`src/rtl/apb_req_arbiter_pkg.sv`:
```
// -----------------------------------------------------------------------------
// apb_arb_pkg
//   Shared types for the two-requester APB command-port arbiter.
//   - state_e    : arbiter FSM states
//   - arb_cmd_t  : one captured downstream command {write, addr, wdata}
//   - NUM_REQ    : number of requesters sharing the port
//   - pick_winner: grant selection for the IDLE state
//   CMD_ADDR_W / CMD_DATA_W are the widest address/data the command struct
//   carries; the top narrows them to its own ADDR_W / DATA_W.
// -----------------------------------------------------------------------------
package apb_arb_pkg;

    localparam int NUM_REQ    = 2;
    localparam int CMD_ADDR_W = 32;
    localparam int CMD_DATA_W = 32;

    typedef enum logic [1:0] {
        IDLE  = 2'd0,
        ISSUE = 2'd1,
        WAIT  = 2'd2,
        DONE  = 2'd3
    } state_e;

    typedef struct packed {
        logic                  write;
        logic [CMD_ADDR_W-1:0] addr;
        logic [CMD_DATA_W-1:0] wdata;
    } arb_cmd_t;

    // Winner among pending requesters. A lone requester always wins; on a tie
    // fixed priority favours m0, round-robin favours whoever did not go last.
    function automatic logic pick_winner(input logic [NUM_REQ-1:0] pend,
                                         input logic               last_grant,
                                         input logic               fixed_prio);
        if (pend[0] && pend[1])
            return fixed_prio ? 1'b0 : ~last_grant;
        return pend[1] && !pend[0];
    endfunction

endpackage

```
`src/rtl/arb_req_slot.sv`:
```
// -----------------------------------------------------------------------------
// arb_req_slot
//   Holds one requester's pending command until the arbiter retires it.
//   Ports:
//     clk_i, rst_ni : clock, synchronous active-low reset
//     set_i         : requester transfer pulse
//     cmd_i         : command sampled with set_i
//     clr_i         : arbiter retires this slot (DONE edge)
//     pend_o        : slot holds a command
//     cmd_o         : held command
//     ovf_o         : request arrived while slot was busy and not retiring
//                     (request dropped this cycle)
// -----------------------------------------------------------------------------
module arb_req_slot
    import apb_arb_pkg::*;
(
    input  logic     clk_i,
    input  logic     rst_ni,
    input  logic     set_i,
    input  arb_cmd_t cmd_i,
    input  logic     clr_i,
    output logic     pend_o,
    output arb_cmd_t cmd_o,
    output logic     ovf_o
);

    logic     pend_q, pend_d;
    arb_cmd_t cmd_q, cmd_d;
    logic     accept;

    // A request landing on the retiring edge is accepted: set wins over clear.
    assign accept = set_i && (!pend_q || clr_i);

    always_comb begin
        pend_d = pend_q;
        cmd_d  = cmd_q;
        if (accept) begin
            pend_d = 1'b1;
            cmd_d  = cmd_i;
        end else if (clr_i) begin
            pend_d = 1'b0;
        end
    end

    always_ff @(posedge clk_i) begin
        if (!rst_ni) begin
            pend_q <= 1'b0;
            cmd_q  <= '0;
        end else begin
            pend_q <= pend_d;
            cmd_q  <= cmd_d;
        end
    end

    assign pend_o = pend_q;
    assign cmd_o  = cmd_q;
    assign ovf_o  = set_i && pend_q && !clr_i;

endmodule

```
`src/rtl/apb_req_arbiter.sv`:
```
// -----------------------------------------------------------------------------
// apb_req_arbiter
//   Shares one APB_Master command port between requester m0 (core data port)
//   and m1 (DMA/debug). Each transfer pulse is parked in a slot, one winner is
//   issued downstream at a time, and read data plus a ready pulse go back to
//   that winner only.
//   Ports:
//     PCLK, PRESET           : clock, synchronous active-low reset
//     mX_transfer/write/addr/wdata : requester command (sampled with transfer)
//     mX_ready, mX_rdata     : completion pulse, read data (held after ready)
//     transfer/write/addr/wdata : downstream command to APB_Master
//     ready, rdata           : downstream completion, read data
//     grant                  : requester owning the downstream port
//     busy                   : FSM not idle
//     ovf_err                : sticky, a request hit an occupied slot
//   Every output is a register or a decode of registered state.
// -----------------------------------------------------------------------------
module apb_req_arbiter
    import apb_arb_pkg::*;
#(
    parameter int ADDR_W    = 32,   // must not exceed CMD_ADDR_W
    parameter int DATA_W    = 32,   // must not exceed CMD_DATA_W
    parameter int PRIO_MODE = 0     // 0 round-robin, 1 fixed (m0 wins ties)
) (
    input  logic              PCLK,
    input  logic              PRESET,
    input  logic              m0_transfer,
    input  logic              m0_write,
    input  logic [ADDR_W-1:0] m0_addr,
    input  logic [DATA_W-1:0] m0_wdata,
    output logic              m0_ready,
    output logic [DATA_W-1:0] m0_rdata,
    input  logic              m1_transfer,
    input  logic              m1_write,
    input  logic [ADDR_W-1:0] m1_addr,
    input  logic [DATA_W-1:0] m1_wdata,
    output logic              m1_ready,
    output logic [DATA_W-1:0] m1_rdata,
    output logic              transfer,
    output logic              write,
    output logic [ADDR_W-1:0] addr,
    output logic [DATA_W-1:0] wdata,
    input  logic              ready,
    input  logic [DATA_W-1:0] rdata,
    output logic              grant,
    output logic              busy,
    output logic              ovf_err
);

    state_e                          state_q, state_d;
    logic                            grant_q, grant_d;
    logic                            last_grant_q, last_grant_d;
    logic [NUM_REQ-1:0][DATA_W-1:0]  rdata_q;
    logic                            ovf_err_q;

    logic     [NUM_REQ-1:0]          req_xfer;
    arb_cmd_t [NUM_REQ-1:0]          req_cmd;
    logic     [NUM_REQ-1:0]          pend;
    logic     [NUM_REQ-1:0]          slot_clr;
    logic     [NUM_REQ-1:0]          slot_ovf;
    arb_cmd_t [NUM_REQ-1:0]          slot_cmd;
    arb_cmd_t                        gnt_cmd;

    assign req_xfer = {m1_transfer, m0_transfer};

    assign req_cmd[0].write = m0_write;
    assign req_cmd[0].addr  = CMD_ADDR_W'(m0_addr);
    assign req_cmd[0].wdata = CMD_DATA_W'(m0_wdata);
    assign req_cmd[1].write = m1_write;
    assign req_cmd[1].addr  = CMD_ADDR_W'(m1_addr);
    assign req_cmd[1].wdata = CMD_DATA_W'(m1_wdata);

    for (genvar g = 0; g < NUM_REQ; g++) begin : g_slot
        // Retire on the edge that leaves DONE for this requester.
        assign slot_clr[g] = (state_q == DONE) && (grant_q == 1'(g));

        arb_req_slot u_slot (
            .clk_i  (PCLK),
            .rst_ni (PRESET),
            .set_i  (req_xfer[g]),
            .cmd_i  (req_cmd[g]),
            .clr_i  (slot_clr[g]),
            .pend_o (pend[g]),
            .cmd_o  (slot_cmd[g]),
            .ovf_o  (slot_ovf[g])
        );
    end

    // The granted slot cannot be overwritten while it is pending, so its
    // command is stable for the whole ISSUE/WAIT window.
    assign gnt_cmd = slot_cmd[grant_q];

    // ---------------- FSM: state register ----------------
    always_ff @(posedge PCLK) begin
        if (!PRESET) state_q <= IDLE;
        else         state_q <= state_d;
    end

    // ---------------- FSM: next state ----------------
    always_comb begin
        state_d      = state_q;
        grant_d      = grant_q;
        last_grant_d = last_grant_q;
        unique case (state_q)
            IDLE: begin
                if (|pend) begin
                    grant_d = pick_winner(pend, last_grant_q, PRIO_MODE == 1);
                    state_d = ISSUE;
                end
            end
            ISSUE: state_d = WAIT;
            WAIT:  if (ready) state_d = DONE;
            DONE: begin
                last_grant_d = grant_q;
                state_d      = IDLE;
            end
            default: state_d = IDLE;
        endcase
    end

    // ---------------- FSM: outputs ----------------
    always_comb begin
        transfer = 1'b0;
        write    = 1'b0;
        addr     = '0;
        wdata    = '0;
        m0_ready = 1'b0;
        m1_ready = 1'b0;
        unique case (state_q)
            ISSUE, WAIT: begin
                transfer = (state_q == ISSUE);
                write    = gnt_cmd.write;
                addr     = gnt_cmd.addr[ADDR_W-1:0];
                wdata    = gnt_cmd.wdata[DATA_W-1:0];
            end
            DONE: begin
                m0_ready = !grant_q;
                m1_ready = grant_q;
            end
            default: ;
        endcase
    end

    // ---------------- grant / rdata / error registers ----------------
    always_ff @(posedge PCLK) begin
        if (!PRESET) begin
            grant_q      <= 1'b0;
            last_grant_q <= 1'b1;   // m0 takes the first round-robin tie
            rdata_q      <= '0;
            ovf_err_q    <= 1'b0;
        end else begin
            grant_q      <= grant_d;
            last_grant_q <= last_grant_d;
            // Writes capture rdata too; only the winner's register moves.
            if (state_q == WAIT && ready)
                rdata_q[grant_q] <= rdata;
            ovf_err_q    <= ovf_err_q | (|slot_ovf);
        end
    end

    assign m0_rdata = rdata_q[0];
    assign m1_rdata = rdata_q[1];
    assign grant    = grant_q;
    assign busy     = (state_q != IDLE);
    assign ovf_err  = ovf_err_q;

endmodule

```
`config.mk`:
```
export PLATFORM = sky130hd
export DESIGN_NAME = apb_req_arbiter
export DESIGN_NICKNAME = d
export VERILOG_FILES = /design/src/rtl/apb_req_arbiter_pkg.sv /design/src/rtl/arb_req_slot.sv /design/src/rtl/apb_req_arbiter.sv
export SDC_FILE = /design/constraint.sdc
export NUM_CORES = 1
export LEC_CHECK = 0
export CORE_MARGIN = 4
export CORE_UTILIZATION = 48
export CTS_BUF_LIST = sky130_fd_sc_hd__clkbuf_8
export DETAILED_ROUTE_END_ITERATION = 10
export GPL_ROUTABILITY_DRIVEN = 0
export PLACE_DENSITY_LB_ADDON = 0.12
export SETUP_SLACK_MARGIN = 0.5
export SLEW_MARGIN = 20
export SYNTH_ARGS = -nofsm -noshare
export SYNTH_HDL_FRONTEND = slang
export SYNTH_SLANG_ARGS = --single-unit
export TNS_END_PERCENT = 50
```
`constraint.sdc`:
```
create_clock -name PCLK -period 2.1 [get_ports PCLK]
set_input_delay 0.525 -clock PCLK [delete_from_list [all_inputs] [get_ports PCLK]]
set_output_delay 0.525 -clock PCLK [all_outputs]
set_load 0.005 [all_outputs]
```
Word-level counts from Yosys, hierarchy flattened --
Index checks and enable logic that the tools add are counted.
Word-level totals: bits in registers 201, output and inout port bits 135, logic and storage cells 75, bits of input ports 167
Cells by class: eq/ne operators 5, bitwise gates (word level) 3, reduce and logical (&&, ||, !) cells 28, order comparisons 2, muxes and demuxes 23
Operator list (count):
- $mux W65 | 2
- $mux W32 | 3
- $bwmux W64 | 1
- $demux W32 S1 | 1
- $mux W1 | 13
- $logic_and A1 B1 Y1 | 12
- $pmux W2 S4 | 1
- $reduce_bool A2 Y1 | 3
- $reduce_or A2 Y1 | 3
- $logic_not A1 Y1 | 5
- $eq A2 B2 Y1 const B | 2
- $mux W2 | 2
- $ne A2 B2 Y1 const B | 2
- $reduce_and A2 Y1 | 2
- $eq A2 B1 Y1 const B | 1
- $logic_not A2 Y1 | 1
- $logic_or A1 B1 Y1 | 2
- $lt A1 B2 Y1 const B | 1
- $not A1 Y1 | 2
- $ge A1 B1 Y1 const B | 1
- $or A1 B1 Y1 | 1

Longest topological paths before layout --
depth after elaboration 6, gate-level depth with buffers 7, mapped depth without buffers 5

By module --
From an unflattened synthesis, not the netlist that was laid out.
Unflattened totals: cell total of the unflattened synthesis 1031, area total of the unflattened synthesis 9228.9 µm²
Modules (own cells, without submodules):
- arb_req_slot | area each 2701.3 µm², times used 2, sequential area each 1321.3 µm², cells an instance 287
- apb_req_arbiter | area each 3826.2 µm², times used 1, sequential area each 1381.3 µm², cells an instance 457

Worst setup path before layout --
Ideal clock, no wire load.
kind reg2out, start point register state_q[0], end point output addr[0], data required time 1575 ps, arrival time 1335 ps, path slack 240 ps, cell stages (with the launch flop) 6, path through dfxtp_1 > inv_1 > ha_1 > clkbuf_1 > clkbuf_1 > nor2b_1
Between the ends: cells in the longest elaborated chain, start to end 3
Ends and longest elaborated chain:
- start: declaration | RTL line apb_req_arbiter.sv:50 | state_e state_q, state_d;
- start signal: assignment | RTL line apb_req_arbiter.sv:96 | else state_q <= state_d;
- $eq A2 B1 Y1 or $eq A2 B2 Y1 (tied branches) | RTL line apb_req_arbiter.sv:129 | unique case (state_q)
- $reduce_or A2 Y1 * | RTL line apb_req_arbiter.sv:129
- $mux W32 * | RTL line apb_req_arbiter.sv:129
- end: declaration | RTL line apb_req_arbiter.sv:41 | output logic [ADDR_W-1:0] addr,
Every way passes the cells marked *; elsewhere a longest branch is shown, timed or not.

Final worst setup path --
start point register state_q[1], end point output addr[0]
The elaborated chain is that of the path after synthesis.

==> metrics.txt <==
outcome finished, violations left; failing checks negative setup slack; Tmin final ~2.5 ns; clk slew on worst S/H paths about 0.06 ns; total CTS buffers 36; MaxCap Viol Count 0; VDD IR max between 0.0007 and 0.0008 V; die area approximately 21,000 µm²; most frequent cells in the layout nand2_1, mux2i_1, dfxtp_1; max_slew headroom 74.28%; wirelength, routed between 20 and 30 mm; Clock Sinks ~200; Hold Crit Depth 2; HP Class in -> reg; Pre-antenna DRT Iters 4; via density per instance between 4 and 5; post-synth top area share around 44%; DRT antenna net count 0; Avg WL per Cell around 17 µm; leak pwr between 5 and 6 nW; CP endpoint kind output port; drt first-iter violations roughly 360; Post-Layout Inst Area between 10,000 and 15,000 µm²; Die Wd 145.4 µm; crit start category flip-flop; CP arrival 1.95 ns; Final Hold Viols 0; largest net degree at the start of global routing 78; Critical Path RT roughly 1.6 ns; Boundary Pins 302; Mapped Area approximately 9100 µm²; Final HPWL DP approximately 17 mm; Post-CTS Hold Buffers 0; Rows between 40 and 50; Overall Global Routing Usage a little under a quarter; die span in y around 150 µm; worst-margin pin slew approximately 0.38 ns; Area Overhead vs Synth 54.67%; Mapped Nets about 1,200; WS Path Type reg -> out; initial antenna violation count 0; worst reg2reg path depth 8; clock tree root buffer cell clkbuf_8; clk_lat worst skew about 0.52 ns; remaining global-route overflow 0; maximum clock rate 404.0 MHz; vias in the first global route between 7,000 and 8,000; Min Hold Slack around 0.35 ns; most common cell after layout, fill and taps aside nand2_1; Area after DPL 12,520 µm²; Yosys reg bits 201; IO Port Bufs about 300; Final setup violation count 65; unrepaired setup endpoints after global routing yes; crit share post-route 117.9%; H-tree levels 2; dominant cell type by area after synthesis dfxtp_1; Layout Nets between 1,500 and 2,000; ratio of cells with drive above 1 in the final layout 24.32%; final count of pins violating max slew 0; final worst slack -0.3755 ns; crit-path max FO 8; DRC errors left 0; Final Skew 0.01777 ns; sequential area share after synthesis ~44%; pwr dens 955.8 nW/µm²; Overall Power between 10 and 15 mW; global-route wire length before repair about 40 mm; post-synthesis cell type count 28; CTS tree built; Inserted Diodes 0; syn avg cell area approximately 8.8 µm²; initial core utilization between 40 and 50%; synth warn 0; Area contributors post-synth dfxtp_1, mux2i_1, nand2_1; core box area roughly 18,000 µm²; CTS max path bufs 3; pre-CTS worst setup slack around 0.043 ns; DR vias ~8,100; Syn Inst Count approximately 1,000
-- synthesized netlist by cell type --
master	instances
nand2_1	392
a21boi_2	2
and3b_1	1
buf_4	6
buf_12	5
a21oi_1	3
buf_1	2
a31oi_1	1
a21boi_1	12
nor3b_1	1
nand3_1	3
a21boi_0	53
nand2b_4	1
buf_2	16
and3_1	1
inv_1	6
buf_6	6
mux2i_1	196
ha_1	5
a32oi_1	1
nand2_2	1
dfxtp_1	201
nand3b_1	1
o21a_1	1
clkbuf_1	45
nand2b_1	1
o31a_1	1
nor2b_1	68
-- power by group --
group	internal [mW]	switching [mW]
logic	3.49	2.12
registers	4.10	0.158
clock network	1.96	1.58
-- state kept, by name, indices dropped and copies added, names as in the netlist --
name	flops
g_slot.u_slot.cmd_o	130
m0_rdata	32
m1_rdata	32
g_slot.u_slot.pend_o	2
state_q	2
grant	1
last_grant_q	1
ovf_err	1
-- worst max-delay path: stages (launching register included) --
cell and delay (ns):
dfxtp_2 0.33, inv_2 0.06, ha_4 0.39, buf_6 0.13
clkbuf_16 0.11, buf_4 0.13, nor2b_2 0.14, clkbuf_2 0.13
-- through the flow --
step,std cells,utilization (%),TNS [ns]
floorplan,1032,-,0
global placement,1514,68.55,0
detailed placement,1514,68.55,0
CTS,1580,72.82,-23.10
global route,1623,76.74,-21.25
finish,1623,76.74,-16.55
-- worst paths after layout --
kind | slack [ns] | endpoint | from
worst max register to register | 0.37 | g_slot[1].u_slot.cmd_o[53] | grant
worst min-delay path | 0.35 | last_grant_q | PRESET
worst min register to register | 0.45 | m0_rdata[17] | m0_rdata[17]
worst max-delay path | -0.38 | addr[0] | state_q[1]
-- cell type report --
class	instances	area (µm²)
multi-input combinational	745	5015
fill	1295	4249
sequential	201	4070
timing repair buffer	380	3923
clock buffer	46	633.1
tap	229	286.5
clock inverter	16	71.32
inverter	6	22.52
-- cells by family after synthesis --
family	share of synthesized area, %
muxes	21.64
and+or+nand+nor	21.71
DFF	44.39
buffers and inverters	5.424
adders and majority gates	0.6901
AOI/OAI and AO/OA	6.142
-- per-layer routing --
layer,routed length (µm),GRT usage (%),vias up
li1,-,-,4024
met1,11680,27.72,3738
met2,13600,38.40,270
met3,1924,6.571,59
met4,796,7.502,0
met5,0,0,-
-- what timing repair did --
action,CTS,global route
setup endpoints to repair,253,255
cloned,3,14
pin swaps,0,3
buffers inserted,1,29
resized for setup,295,236
No activity file was read; power rests on OpenSTA's default activity.
